`src/rtl/sevga_pkg.sv`:
```
// Shared types for the VRAM write path.
// Posted CPU writes travel as vram_wr_t bundles.
package sevga_pkg;

  localparam int VRAM_AW = 15;
  localparam logic [2:0] VRAM_WR_SLOT = 3'd6;

  typedef struct packed {
    logic [14:0] addr;
    logic [7:0]  data;
    logic        bufSel;
  } vram_wr_t;

endpackage

```
`src/rtl/wrbuf_fifo.sv`:
```
// Synchronous FIFO of posted VRAM writes.
// Occupancy is a separate up/down counter.
module wrbuf_fifo
  import sevga_pkg::*;
#(
  parameter int DEPTH = 8
) (
  input  logic                   clk,
  input  logic                   nReset,
  input  logic                   push,
  input  vram_wr_t               pushEntry,
  input  logic                   pop,
  output vram_wr_t               head,
  output logic [$clog2(DEPTH):0] level,
  output logic                   full,
  output logic                   empty
);

  localparam int PW = $clog2(DEPTH);
  localparam int LW = PW + 1;

  vram_wr_t        mem [DEPTH];
  logic [PW-1:0]   wrPtr;
  logic [PW-1:0]   rdPtr;
  logic [LW-1:0]   cnt;
  logic            doPush;
  logic            doPop;

  assign full   = (cnt == LW'(DEPTH));
  assign empty  = (cnt == '0);
  assign doPush = push & ~full;
  assign doPop  = pop & ~empty;
  assign head   = mem[rdPtr];
  assign level  = cnt;

  always_ff @(posedge clk) begin
    if (!nReset) begin
      wrPtr <= '0;
      rdPtr <= '0;
      cnt   <= '0;
    end else begin
      if (doPush) wrPtr <= wrPtr + PW'(1);
      if (doPop)  rdPtr <= rdPtr + PW'(1);
      unique case ({doPush, doPop})
        2'b10:   cnt <= cnt + LW'(1);
        2'b01:   cnt <= cnt - LW'(1);
        default: cnt <= cnt;
      endcase
    end
  end

  always_ff @(posedge clk) begin
    if (doPush) mem[wrPtr] <= pushEntry;
  end

endmodule

```
`src/rtl/vram_wrbuf.sv`:
```
// CPU posted-write buffer draining one write per
// character period into the sequencer write slot.
module vram_wrbuf
  import sevga_pkg::*;
#(
  parameter int         DEPTH   = 8,
  parameter logic [2:0] WR_SLOT = VRAM_WR_SLOT
) (
  input  logic                   pixClk,
  input  logic                   nReset,
  input  logic [2:0]             seq,
  input  logic                   inValid,
  input  logic [14:0]            inAddr,
  input  logic [7:0]             inData,
  input  logic                   inBufSel,
  output logic                   inReady,
  input  logic                   clrOvf,
  output logic [14:0]            vramAddr,
  output logic [7:0]             vramDataOut,
  output logic                   nvramWE,
  output logic                   nvramCE0,
  output logic                   nvramCE1,
  output logic [$clog2(DEPTH):0] level,
  output logic                   ovf
);

  // Load on the edge before the slot so the strobe
  // spans the whole WR_SLOT cycle.
  localparam logic [2:0] POP_SLOT = WR_SLOT - 3'd1;

  vram_wr_t entry;
  vram_wr_t head;
  logic     full;
  logic     empty;
  logic     push;
  logic     pop;

  assign entry   = '{addr: inAddr, data: inData, bufSel: inBufSel};
  assign inReady = nReset & ~full;
  assign push    = inValid & inReady;
  assign pop     = (seq == POP_SLOT) & ~empty;

  wrbuf_fifo #(
    .DEPTH(DEPTH)
  ) u_fifo (
    .clk      (pixClk),
    .nReset   (nReset),
    .push     (push),
    .pushEntry(entry),
    .pop      (pop),
    .head     (head),
    .level    (level),
    .full     (full),
    .empty    (empty)
  );

  always_ff @(posedge pixClk) begin
    if (!nReset) begin
      nvramWE     <= 1'b1;
      nvramCE0    <= 1'b1;
      nvramCE1    <= 1'b1;
      vramAddr    <= '0;
      vramDataOut <= '0;
    end else if (pop) begin
      nvramWE     <= 1'b0;
      nvramCE0    <= head.bufSel;
      nvramCE1    <= ~head.bufSel;
      vramAddr    <= head.addr;
      vramDataOut <= head.data;
    end else begin
      nvramWE     <= 1'b1;
      nvramCE0    <= 1'b1;
      nvramCE1    <= 1'b1;
    end
  end

  // A fresh overflow wins over a simultaneous clear.
  always_ff @(posedge pixClk) begin
    if (!nReset)                 ovf <= 1'b0;
    else if (inValid & ~inReady) ovf <= 1'b1;
    else if (clrOvf)             ovf <= 1'b0;
  end

endmodule

```
`config.mk`:
```
export PLATFORM = sky130hd
export DESIGN_NAME = vram_wrbuf
export DESIGN_NICKNAME = d
export VERILOG_FILES = /design/src/rtl/sevga_pkg.sv /design/src/rtl/wrbuf_fifo.sv /design/src/rtl/vram_wrbuf.sv
export SDC_FILE = /design/constraint.sdc
export NUM_CORES = 1
export LEC_CHECK = 0
export ABC_AREA = 0
export BUFFER_PORTS_ARGS = -buffer_cell sky130_fd_sc_hd__clkbuf_2
export CELL_PAD_IN_SITES_DETAIL_PLACEMENT = 1
export CELL_PAD_IN_SITES_GLOBAL_PLACEMENT = 1
export CORE_UTILIZATION = 35
export CTS_BUF_LIST = sky130_fd_sc_hd__clkbuf_8
export DETAILED_ROUTE_END_ITERATION = 7
export PLACE_DENSITY_LB_ADDON = 0.1
export RECOVER_POWER = 25
export SKIP_LAST_GASP = 1
export SYNTH_ARGS = -nofsm -noshare
export SYNTH_HDL_FRONTEND = slang
export SYNTH_SLANG_ARGS = --single-unit
```
`constraint.sdc`:
```
create_clock -name pixClk -period 3.1 [get_ports pixClk]
set_input_delay 0 -clock pixClk [delete_from_list [all_inputs] [get_ports pixClk]]
set_output_delay 0 -clock pixClk [all_outputs]
set_load 0.02 [all_outputs]
```
==> impl_metrics.tcl <==
set metrics [dict create \
    status "finished clean" \
    p_leak_nw 3.50 \
    syn2layout_area_growth_pct 20.6 \
    cp.required_ns 3.54 \
    ir_drop_mv 0.271 \
    max_slew_margin_pct 67.7 \
    cp.arrival_ns 3.08 \
    grt_pass1_vias 5044 \
    cts_tree "yes" \
    drive_gt1_share_pct 28.4 \
    ys_ff_latch 232 \
    grt-ovfl-total 0 \
    synth_nets 477 \
    design.core.area_sq_mm 0.0242 \
    synth_area_sq_mm 0.00860 \
    clock-root-buffer "clkbuf_8" \
    endpoint_kind "register" \
    num_antenna_cells 0 \
    p_comb_share_pct 4.2 \
    synth_flop_cell "edfxtp_1" \
    drt-total-wl_microns 19200 \
    finalHoldViolations 0 \
    vias 4527 \
    crit_fanout 7 \
    ioPinCount 63 \
    drt-vias-per-instance 4.91 \
    finalPower_w 0.00626 \
    gp_congestion 0.698 \
    path_cells "or4b_1, nand3_1, ha_1, xor2_1, ha_1, a21oi_1, xor2_1, or3_1, a21boi_0" \
    drt_iter0_drc 255 \
    nets 602 \
    p_clk_share_pct 40.7 \
    avgSynthCellArea_sq_um 19.5 \
    fmax_mhz 379 \
    wire_per_inst_microns 20.9 \
    period_minus_slack_ns 2.64 \
    grt_max_degree 47 \
    htree_levels 2 \
    tns_ns 0 \
    cts_made_buffers 41 \
    worst_path_max_delay_cell "or4b_1" \
    clk_pin_slew_ns 0.06 \
    hold_path_class "primary input to register" \
    p_int_w 0.00492 \
    slew_violations 0 \
    instances_no_fill 922 \
    async_flop_share_pct 0 \
    dp.cells 819 \
    cts_buffer_depth 3 \
    crit_path_max_incr_delay_ns 0.62 \
    rows 57 \
    die_h_microns 159 \
    crit_type "register to register" \
    portBuffers 62 \
    yosys-top-cells-area "edfxtp_1, mux4_2, dfxtp_1, o22ai_1, nor2_1" \
    finalClockSkew_ns 0.0212 \
    fin_ws_ns 0.460 \
    synth_warnings 0 \
    tightest_slew_ns 0.485 \
    postCtsSetupRepairBufs 0 \
    hpwl_microns 9720 \
    ys_top_cells_by_count "edfxtp_1, mux4_2, dfxtp_1" \
    synth_top_area_cell "edfxtp_1" \
    seqPwrFrac_pct 55.1 \
    start_util_pct 35.6 \
    cp-start-kind "register" \
    die-area_sq_mm 0.0252 \
    synth.most_common_cell "edfxtp_1" \
    dieWidth_microns 159 \
    maxCapViolations 0 \
    power_density_mw_per_mm2 603 \
    p_sw_w 0.00134 \
    synth_seq_area_share_pct 76.3 \
    grt_pass1_wl_microns 29500 \
    dr.pass1.iters 4 \
    synth-edff-count 192 \
    whs_ns 0.115 \
    ant_nets 0 \
    rsz0062_at_grt "no" \
    synth_cell_types 38 \
    swShare_pct 21.4 \
    clk_latency_ns 0.53 \
    grt_use_total_pct 15.7 \
    antenna_found_initial 0 \
    synth_cells 441 \
    drc_errors 0 \
    clkSinkCount 232 \
    post-place-ws_ns 0.444 \
    setup_viol 0 \
    yosysTopAreaCellShare_pct 67.0 \
    fin_crit_sh_pct 85.2 \
]
[worst paths after layout]
| path | from | slack (ns) | cells after the start | endpoint |
|---|---|---|---|---|
| worst min register to register | u_fifo.wrPtr[0] | 0.49 | 2 | u_fifo.wrPtr[0] |
| worst min-delay path | seq[2] | 0.12 | 5 | register |
| worst max-delay path | u_fifo.level[0] | 0.46 | 9 | u_fifo.level[2] |
| worst max register to register | u_fifo.level[0] | 0.46 | 9 | u_fifo.level[2] |
[layout by cell type, fill, tap and decap left out, types with 3 or more instances in the layout]
cell           count
edfxtp_1         192
mux4_2            48
clkbuf_2          46
clkbuf_8          44
dfxtp_1           38
dlygate4sd3_1     28
inv_1             25
o22ai_1           24
nor2_1            23
o21ai_0           19
clkbuf_1          16
buf_4             12
and2_1             7
nand3_1            6
nor2_2             6
o21ai_1            6
clkinv_1           6
nand2_1            5
mux2i_1            5
ha_1               5
nand2b_1           4
xor2_1             3
xnor2_1            3
[timing repair]
| action | CTS | global route |
|---|---|---|
| gates resized for setup | 0 | 0 |
| hold buffers | 28 | 0 |
| hold endpoints to repair | 198 | 0 |
[worst max-delay path, delay by kind of cell, from the launching register on]
family                   cells  cell delay, ns
flip-flops                   1            0.38
AO/OA/AOI/OAI                2            0.21
AND/OR/NAND/NOR              3            1.16
adder cells (fa/ha/maj)      2            0.47
XOR/XNOR                     2            0.34
[layout make-up]
cell class / count / area, sq um
fill: 2377 / 13800
sequential: 232 / 6570
multi-input combinational: 184 / 1930
timing repair buffer: 104 / 701
clock buffer: 44 / 606
tap: 324 / 405
clock inverter: 31 / 148
inverter: 3 / 11.3
[power groups by stage]
stage          Clock [W]  Combinational [W]  Sequential [W]
3_5_place_dp           0           0.000241         0.00351
2_1_floorplan          0           0.000126         0.00352
4_1_cts          0.00265           0.000270         0.00345
3_3_place_gp           0           0.000234         0.00351
5_1_grt          0.00280           0.000286         0.00345
6_report         0.00255           0.000262         0.00345
[layer usage]
metal / share of wire [%] / routed length, microns / track usage [%] / vias to the layer above
li1: - / - / - / 2036
met1: 44 / 8400 / 19.3 / 2372
met2: 51 / 9710 / 27.4 / 91
met3: 4.2 / 805 / 3.74 / 28
met4: 1.6 / 306 / 4.50 / 0
met5: 0 / 0 / 0 / -
[through the flow]
| step | utilization, % | area [sq um] |
|---|---|---|
| finish | 42.9 | 10400 |
| CTS | 43.0 | 10400 |
| floorplan | - | 8610 |
| global placement | 38.7 | 9360 |
| detailed placement | 38.7 | 9360 |
| global route | 42.9 | 10400 |
[registers in the layout (all words and copies together), names as in the netlist, named ones only]
signal / flops
u_fifo.rdPtr: 3
vramDataOut: 8
u_fifo.level: 4
vramAddr: 15
ovf: 1
u_fifo.wrPtr: 3
nvramCE0: 1
nvramCE1: 1
u_fifo.mem: 192
nvramWE: 1
[logic make-up after synthesis]
family,count (synthesis),synth area share (%)
flops,232,76.3
mux,53,13.1
buf+inv,25,1.66
xor+xnor,6,0.611
fa+ha+maj,5,0.727
simple gates,65,3.81
compound gates,55,3.71
No activity file was read; power rests on OpenSTA's default activity.
